<file path="config.mk">
export PLATFORM = sky130hd
export DESIGN_NAME = apb_subordinate_ni
export DESIGN_NICKNAME = d
export VERILOG_FILES = /design/src/rtl/apb_subordinate_ni.sv
export SDC_FILE = /design/constraint.sdc
export NUM_CORES = 1
export LEC_CHECK = 0
export CORE_MARGIN = 4
export CORE_UTILIZATION = 43
export DETAILED_ROUTE_END_ITERATION = 8
export GPL_TIMING_DRIVEN = 1
export PLACE_DENSITY = 0.85
export SKIP_CTS_REPAIR_TIMING = 1
export SLEW_MARGIN = 5
export SYNTH_ARGS = -nofsm -noshare
export SYNTH_HDL_FRONTEND = slang
export SYNTH_SLANG_ARGS = --single-unit
</file>
<file path="constraint.sdc">
create_clock -name PCLK -period 6.75 [get_ports PCLK]
set_input_delay 1.0125 -clock PCLK [delete_from_list [all_inputs] [get_ports PCLK]]
set_output_delay 1.0125 -clock PCLK [all_outputs]
set_load 0.1 [all_outputs]
</file>
<file path="src/rtl/apb_subordinate_ni.sv">
// APB completer end of the network interface.
// Each APB transfer from the local requester becomes one request packet on the
// TX FIFO; the matching response packet popped from the RX FIFO completes the
// transfer. Only one transfer is outstanding at a time, and a response timeout
// keeps a lost response from hanging the bus.

package ni_pkg;

    // APB request side, driven by the local requester
    typedef struct packed {
        logic [31:0] PADDR;
        logic        PSELx;
        logic        PENABLE;
        logic        PWRITE;
        logic [31:0] PWDATA;
    } apb_req_s;

    // APB completion side, driven back to the requester
    typedef struct packed {
        logic [31:0] PRDATA;
        logic        PREADY;
        logic        PSLVERR;
    } apb_resp_s;

    typedef struct packed {
        logic [14:0] data_bits;
    } flit_s;

    // Request: flit0 = {addr, write}; flits 1..3 carry the 32-bit write data
    typedef struct packed {
        flit_s [3:0] body_flit;
    } req_packet_s;

    // Response: flits 0..1 and flit2[14:13] carry read data, flit2[12] is the error
    typedef struct packed {
        flit_s [2:0] body_flit;
    } resp_packet_s;

    // Write data carried by a request packet
    function automatic logic [31:0] get_data(req_packet_s p);
        return {p.body_flit[1].data_bits,
                p.body_flit[2].data_bits,
                p.body_flit[3].data_bits[14:13]};
    endfunction

    // Build a request packet from the latched APB setup phase
    function automatic req_packet_s pack_req(logic pwrite, logic [13:0] paddr,
                                             logic [31:0] pwdata);
        req_packet_s p;
        p = '0;
        p.body_flit[0].data_bits        = {paddr, pwrite};
        p.body_flit[1].data_bits        = pwdata[31:17];
        p.body_flit[2].data_bits        = pwdata[16:2];
        p.body_flit[3].data_bits[14:13] = pwdata[1:0];
        return p;
    endfunction

    // Read data carried by a response packet
    function automatic logic [31:0] get_resp_data(resp_packet_s p);
        return {p.body_flit[0].data_bits,
                p.body_flit[1].data_bits,
                p.body_flit[2].data_bits[14:13]};
    endfunction

    // Error flag carried by a response packet
    function automatic logic get_resp_err(resp_packet_s p);
        return p.body_flit[2].data_bits[12];
    endfunction

endpackage

module apb_subordinate_ni
    import ni_pkg::*;
#(
    parameter int TIMEOUT_CYCLES = 1024,
    parameter int DROP_W         = 3
) (
    input  logic         PCLK,
    input  logic         PRESETn,
    input  apb_req_s     in_apb_sigs,
    output apb_resp_s    op_apb_sigs,
    output req_packet_s  out_trans_pkt,
    input  logic         tx_fifo_full,
    output logic         tx_fifo_wreq,
    input  resp_packet_s in_trans_pkt,
    input  logic         rx_fifo_empty,
    output logic         rx_fifo_rreq
);

    localparam int TO_W = (TIMEOUT_CYCLES > 1) ? $clog2(TIMEOUT_CYCLES) : 1;
    localparam logic [TO_W-1:0] TO_LAST =
        TO_W'((TIMEOUT_CYCLES > 0) ? TIMEOUT_CYCLES - 1 : 0);
    localparam logic [DROP_W-1:0] DROP_MAX = '1;

    typedef enum logic [2:0] {
        IDLE, PUSH, WAIT_RESP, POP, CAPT, DONE, DROP, DROP_W8
    } state_t;

    state_t state, state_nxt;

    // registered outputs and their next values
    logic [31:0]       prdata_q,  prdata_d;
    logic              pready_q,  pready_d;
    logic              pslverr_q, pslverr_d;
    logic              wreq_q,    wreq_d;
    logic              rreq_q,    rreq_d;
    req_packet_s       pkt_q,     pkt_d;

    // bookkeeping
    logic [TO_W-1:0]   to_cnt,    to_cnt_d;
    logic [DROP_W-1:0] drop_cnt,  drop_cnt_d;

    logic setup, access, timeout_hit;

    assign setup  = in_apb_sigs.PSELx & ~in_apb_sigs.PENABLE;
    assign access = in_apb_sigs.PSELx &  in_apb_sigs.PENABLE;

    // a zero TIMEOUT_CYCLES means wait for the response forever
    assign timeout_hit = (TIMEOUT_CYCLES != 0) && (to_cnt == TO_LAST);

    // Address bits above the packet field and the spare response bits are not carried
    logic unused_bits;
    assign unused_bits = ^{in_apb_sigs.PADDR[31:14],
                           in_trans_pkt.body_flit[2].data_bits[11:0]};

    // State register and all registered outputs
    always_ff @(posedge PCLK or negedge PRESETn) begin
        if (!PRESETn) begin
            state     <= IDLE;
            prdata_q  <= '0;
            pready_q  <= 1'b0;
            pslverr_q <= 1'b0;
            wreq_q    <= 1'b0;
            rreq_q    <= 1'b0;
            pkt_q     <= '0;
            to_cnt    <= '0;
            drop_cnt  <= '0;
        end else begin
            state     <= state_nxt;
            prdata_q  <= prdata_d;
            pready_q  <= pready_d;
            pslverr_q <= pslverr_d;
            wreq_q    <= wreq_d;
            rreq_q    <= rreq_d;
            pkt_q     <= pkt_d;
            to_cnt    <= to_cnt_d;
            drop_cnt  <= drop_cnt_d;
        end
    end

    // Next-state decode; a fresh setup phase wins over draining a stale response
    always_comb begin
        state_nxt = state;
        case (state)
            IDLE: begin
                if (setup)
                    state_nxt = PUSH;
                else if ((drop_cnt != '0) && !rx_fifo_empty)
                    state_nxt = DROP;
            end
            PUSH:      if (!tx_fifo_full) state_nxt = WAIT_RESP;
            WAIT_RESP: begin
                if (!rx_fifo_empty)
                    state_nxt = POP;
                else if (timeout_hit)
                    state_nxt = DONE;
            end
            POP:       state_nxt = CAPT;
            CAPT:      state_nxt = DONE;
            DONE:      state_nxt = IDLE;
            DROP:      state_nxt = DROP_W8;
            DROP_W8:   state_nxt = IDLE;
            default:   state_nxt = IDLE;
        endcase
    end

    // Output and datapath next values; strobes default low, data holds
    always_comb begin
        prdata_d   = prdata_q;
        pready_d   = 1'b0;
        pslverr_d  = pslverr_q;
        wreq_d     = 1'b0;
        rreq_d     = 1'b0;
        pkt_d      = pkt_q;
        to_cnt_d   = to_cnt;
        drop_cnt_d = drop_cnt;
        case (state)
            IDLE: begin
                pslverr_d = 1'b0;
                if (setup)
                    pkt_d = pack_req(in_apb_sigs.PWRITE, in_apb_sigs.PADDR[13:0],
                                     in_apb_sigs.PWRITE ? in_apb_sigs.PWDATA : 32'h0);
            end
            PUSH: begin
                if (!tx_fifo_full) begin
                    wreq_d   = 1'b1;
                    to_cnt_d = '0;
                end
            end
            WAIT_RESP: begin
                to_cnt_d = to_cnt + 1'b1;
                if (rx_fifo_empty && timeout_hit) begin
                    // forced error completion; the late response gets drained later
                    pslverr_d = 1'b1;
                    prdata_d  = '0;
                    if (drop_cnt != DROP_MAX)
                        drop_cnt_d = drop_cnt + 1'b1;
                end
            end
            POP:  rreq_d = 1'b1;
            CAPT: begin
                prdata_d  = get_resp_data(in_trans_pkt);
                pslverr_d = get_resp_err(in_trans_pkt);
            end
            DONE: begin
                // a requester that walked away gets no PREADY
                pready_d = access;
                if (!access)
                    pslverr_d = 1'b0;
            end
            DROP: begin
                rreq_d     = 1'b1;
                drop_cnt_d = drop_cnt - 1'b1;
            end
            default: ;
        endcase
    end

    assign op_apb_sigs.PRDATA  = prdata_q;
    assign op_apb_sigs.PREADY  = pready_q;
    assign op_apb_sigs.PSLVERR = pslverr_q;
    assign out_trans_pkt       = pkt_q;
    assign tx_fifo_wreq        = wreq_q;
    assign rx_fifo_rreq        = rreq_q;

endmodule

</file>
==> impl_metrics.py <==
metrics = {
    "run_status": {
        "status": "finished, final reports clean",
    },
    "route": {
        "wirelength_mm": 10.8,
        "antenna_left": 0,
        "vias": 3373,
        "firstDrtPassIters": 4,
        "drt-initial-drc-count": 209,
        "route.detailed.drc": 0,
        "via_per_inst": 5.01,
        "routedWlPerCell_um": 16.0,
    },
    "worst_setup_path": {
        "end_kind": "primary output",
        "path_class": "flip-flop to primary output",
        "slowest_stage": "clkdlybuf4s50_1",
        "crit_path_max_incr_delay_ps": 1160,
        "worstPathRequired_ps": 5740,
        "reg2reg_to": "drop_cnt[2]$_DFFE_PN0P_",
        "cpLargestDelayFamily": "buffers and inverters",
        "crit_fanout": 3,
        "r2r_cells": 7,
        "crit_path_start_kind": "flip-flop",
        "r2r_start": "state[1]$_DFFE_PN0P_",
        "crit_chain": "clkdlybuf4s50_1",
        "r2r_slack_ps": 4000,
        "path_buf_inv": 1,
        "cp.arrival_ps": 1890,
    },
    "global_routing": {
        "grt_pass1_vias": 3383,
        "grt_pass1_wl_mm": 17.2,
        "grt_overflow": 0,
        "antenna_found_initial": 0,
        "grt_start_max_net_pins": 80,
        "grt_usage": 0.189,
    },
    "layout": {
        "layout-drive-gt1-share": 0.0809,
        "nFillCells": 764,
        "fin_nets": 657,
        "fin_cells": 673,
        "diodes": 0,
        "syn2layout_area_growth_pct": 45.1,
        "stdcell_area_um2": 6100,
    },
    "synthesis": {
        "synth_cells": 383,
        "synth_top_area_share": 0.590,
        "postSynthRegisterBits": 99,
        "synth_area_um2": 4200,
        "avgSynthCellArea_um2": 11.0,
        "yosysSeqAreaShare": 0.590,
        "async_reset_ff_frac": 1.00,
        "synth_area_leaders": "dfrtp_1 (59%), nand2_1 (7.0%), a22o_1 (6.9%)",
        "synth_top_cells_by_count": "dfrtp_1 (99), nand2_1 (78), o21ai_0 (39), a22o_1 (33)",
        "synth_ff_type": "dfrtp_1",
        "synth-edff-count": 0,
        "synth_warnings": 0,
        "synth_cell_type_count": 42,
        "yosysMostFrequentCell": "dfrtp_1",
        "yosysTopAreaCell": "dfrtp_1",
    },
    "placement": {
        "place_inst": 656,
        "hpwl_mm": 7.94,
        "pre_cts_slack_ps": 3910,
        "place_area_um2": 5890,
        "place.gp.congestion": 0.758,
        "numPortBuffers": 168,
    },
    "hold_path": {
        "hold_depth": 2,
        "hp-start": "out_trans_pkt[32]$_DFFE_PN0P_",
        "min_to": "out_trans_pkt[32]$_DFFE_PN0P_",
        "hold_class": "flip-flop to flip-flop",
    },
    "timing": {
        "post-route-period-util": 0.430,
        "fmax_mhz": 345,
        "fin_setup_tns_ps": 0,
        "setup_slack_ps": 3850,
        "setup_viol": 0,
        "rsz0062_at_grt": "false",
        "relSlewSlack": 0.214,
        "final_max_slew_viol_count": 0,
        "finalCriticalPeriod_ps": 2900,
        "hold_viol_final": 0,
        "clock_skew_ps": 19.3,
        "worst_pin_slew_ps": 1180,
    },
    "clocking": {
        "clkTransAtPathRegs_ps": 90,
        "htreeDepth": 3,
        "clock_path_buffers": 2,
        "ctsRootBufferMaster": "clkbuf_8",
        "clk_latency_ps": 360,
        "cts_tree": "yes",
        "numCtsBuffers": 9,
        "clkSinkCount": 99,
    },
    "floorplan": {
        "coreArea_um2": 9370,
        "die_area_um2": 11400,
        "rows": 35,
        "initial_core_util": 0.448,
        "num_io_pins": 212,
        "die_w_um": 107,
        "die_h_um": 107,
    },
    "job": {
        "drv_cap": 0,
    },
}
[registers in the layout, summed over array words and instances, names as in the netlist]
name,count
state,3
out_trans_pkt,47
tx_fifo_wreq,1
pready_q,1
prdata_q,32
to_cnt,10
rx_fifo_rreq,1
pslverr_q,1
drop_cnt,3
[worst reg2reg max path: cells and delay by family (launching register included)]
kind,cells,cell delay (ps)
adder cells (fa/ha/maj),1,410
flip-flops,1,590
multiplexers,1,380
AO/OA/AOI/OAI,1,250
AND/OR/NAND/NOR,4,1020
[worst max-delay path by stage]
stage	start	to	slack, ps	cells after the start
2_1_floorplan	state[1]$_DFFE_PN0P_	drop_cnt[2]$_DFFE_PN0P_	4380	9
3_3_place_gp	in_apb_sigs[34]	out_trans_pkt[1]$_DFFE_PN0P_	3940	5
3_5_place_dp	in_apb_sigs[34]	out_trans_pkt[5]$_DFFE_PN0P_	3910	5
4_1_cts	pslverr_q$_DFFE_PN0P_	op_apb_sigs[0]	3840	1
5_1_grt	pslverr_q$_DFFE_PN0P_	op_apb_sigs[0]	3780	1
6_report	pslverr_q$_DFFE_PN0P_	op_apb_sigs[0]	3850	1
[final cells by class]
class / instances / area (um2) / area share
well taps: 129 / 161 / 0.0265
clock inverters: 5 / 45.0 / 0.00739
inverters: 7 / 26.3 / 0.00431
flip-flops and latches: 99 / 2480 / 0.406
repair buffers: 172 / 1720 / 0.282
clock buffers: 11 / 151 / 0.0248
multi-input cells: 250 / 1520 / 0.249
[layer usage]
metal  share of wire  wire, um  track usage
met5               0         0            0
met4           0.011       123       0.0484
met3           0.051       549       0.0391
met2            0.52      5620        0.322
met1            0.42      4470        0.246
[metrics by stage]
step	utilization	hold slack, ps
floorplan	-	448
global placement	0.628	461
detailed placement	0.628	469
CTS	0.649	491
global route	0.651	513
finish	0.651	484
[kinds of logic after synthesis]
family                   after synthesis  synth area share
AO/OA/AOI/OAI                         97             0.158
AND/OR/NAND/NOR                      116             0.124
multiplexers                          21            0.0548
XOR/XNOR                               1           0.00208
other                                  1          0.000893
flip-flops                            99             0.590
buffers and inverters                 46            0.0622
adder cells (fa/ha/maj)                2           0.00774
[cells in the final DEF (no fill, tap or decap), types with 3 or more instances in the layout]
master             n
a22o_1            33
nand3_1            5
dfrtp_1           99
a21oi_1            5
buf_4              4
nor2_1             6
clkdlybuf4s50_1  167
mux2_2            16
a211oi_1           3
o21ai_0           39
nand2_1           78
nor3_1             6
inv_1              7
a31oi_1            3
mux2i_1            5
clkbuf_8          11
conb_1            13
nor4_1             3
Power is left out: the tool's default activity adds up to more than one toggle a clock period on the data nets, which glitch-free logic cannot reach.
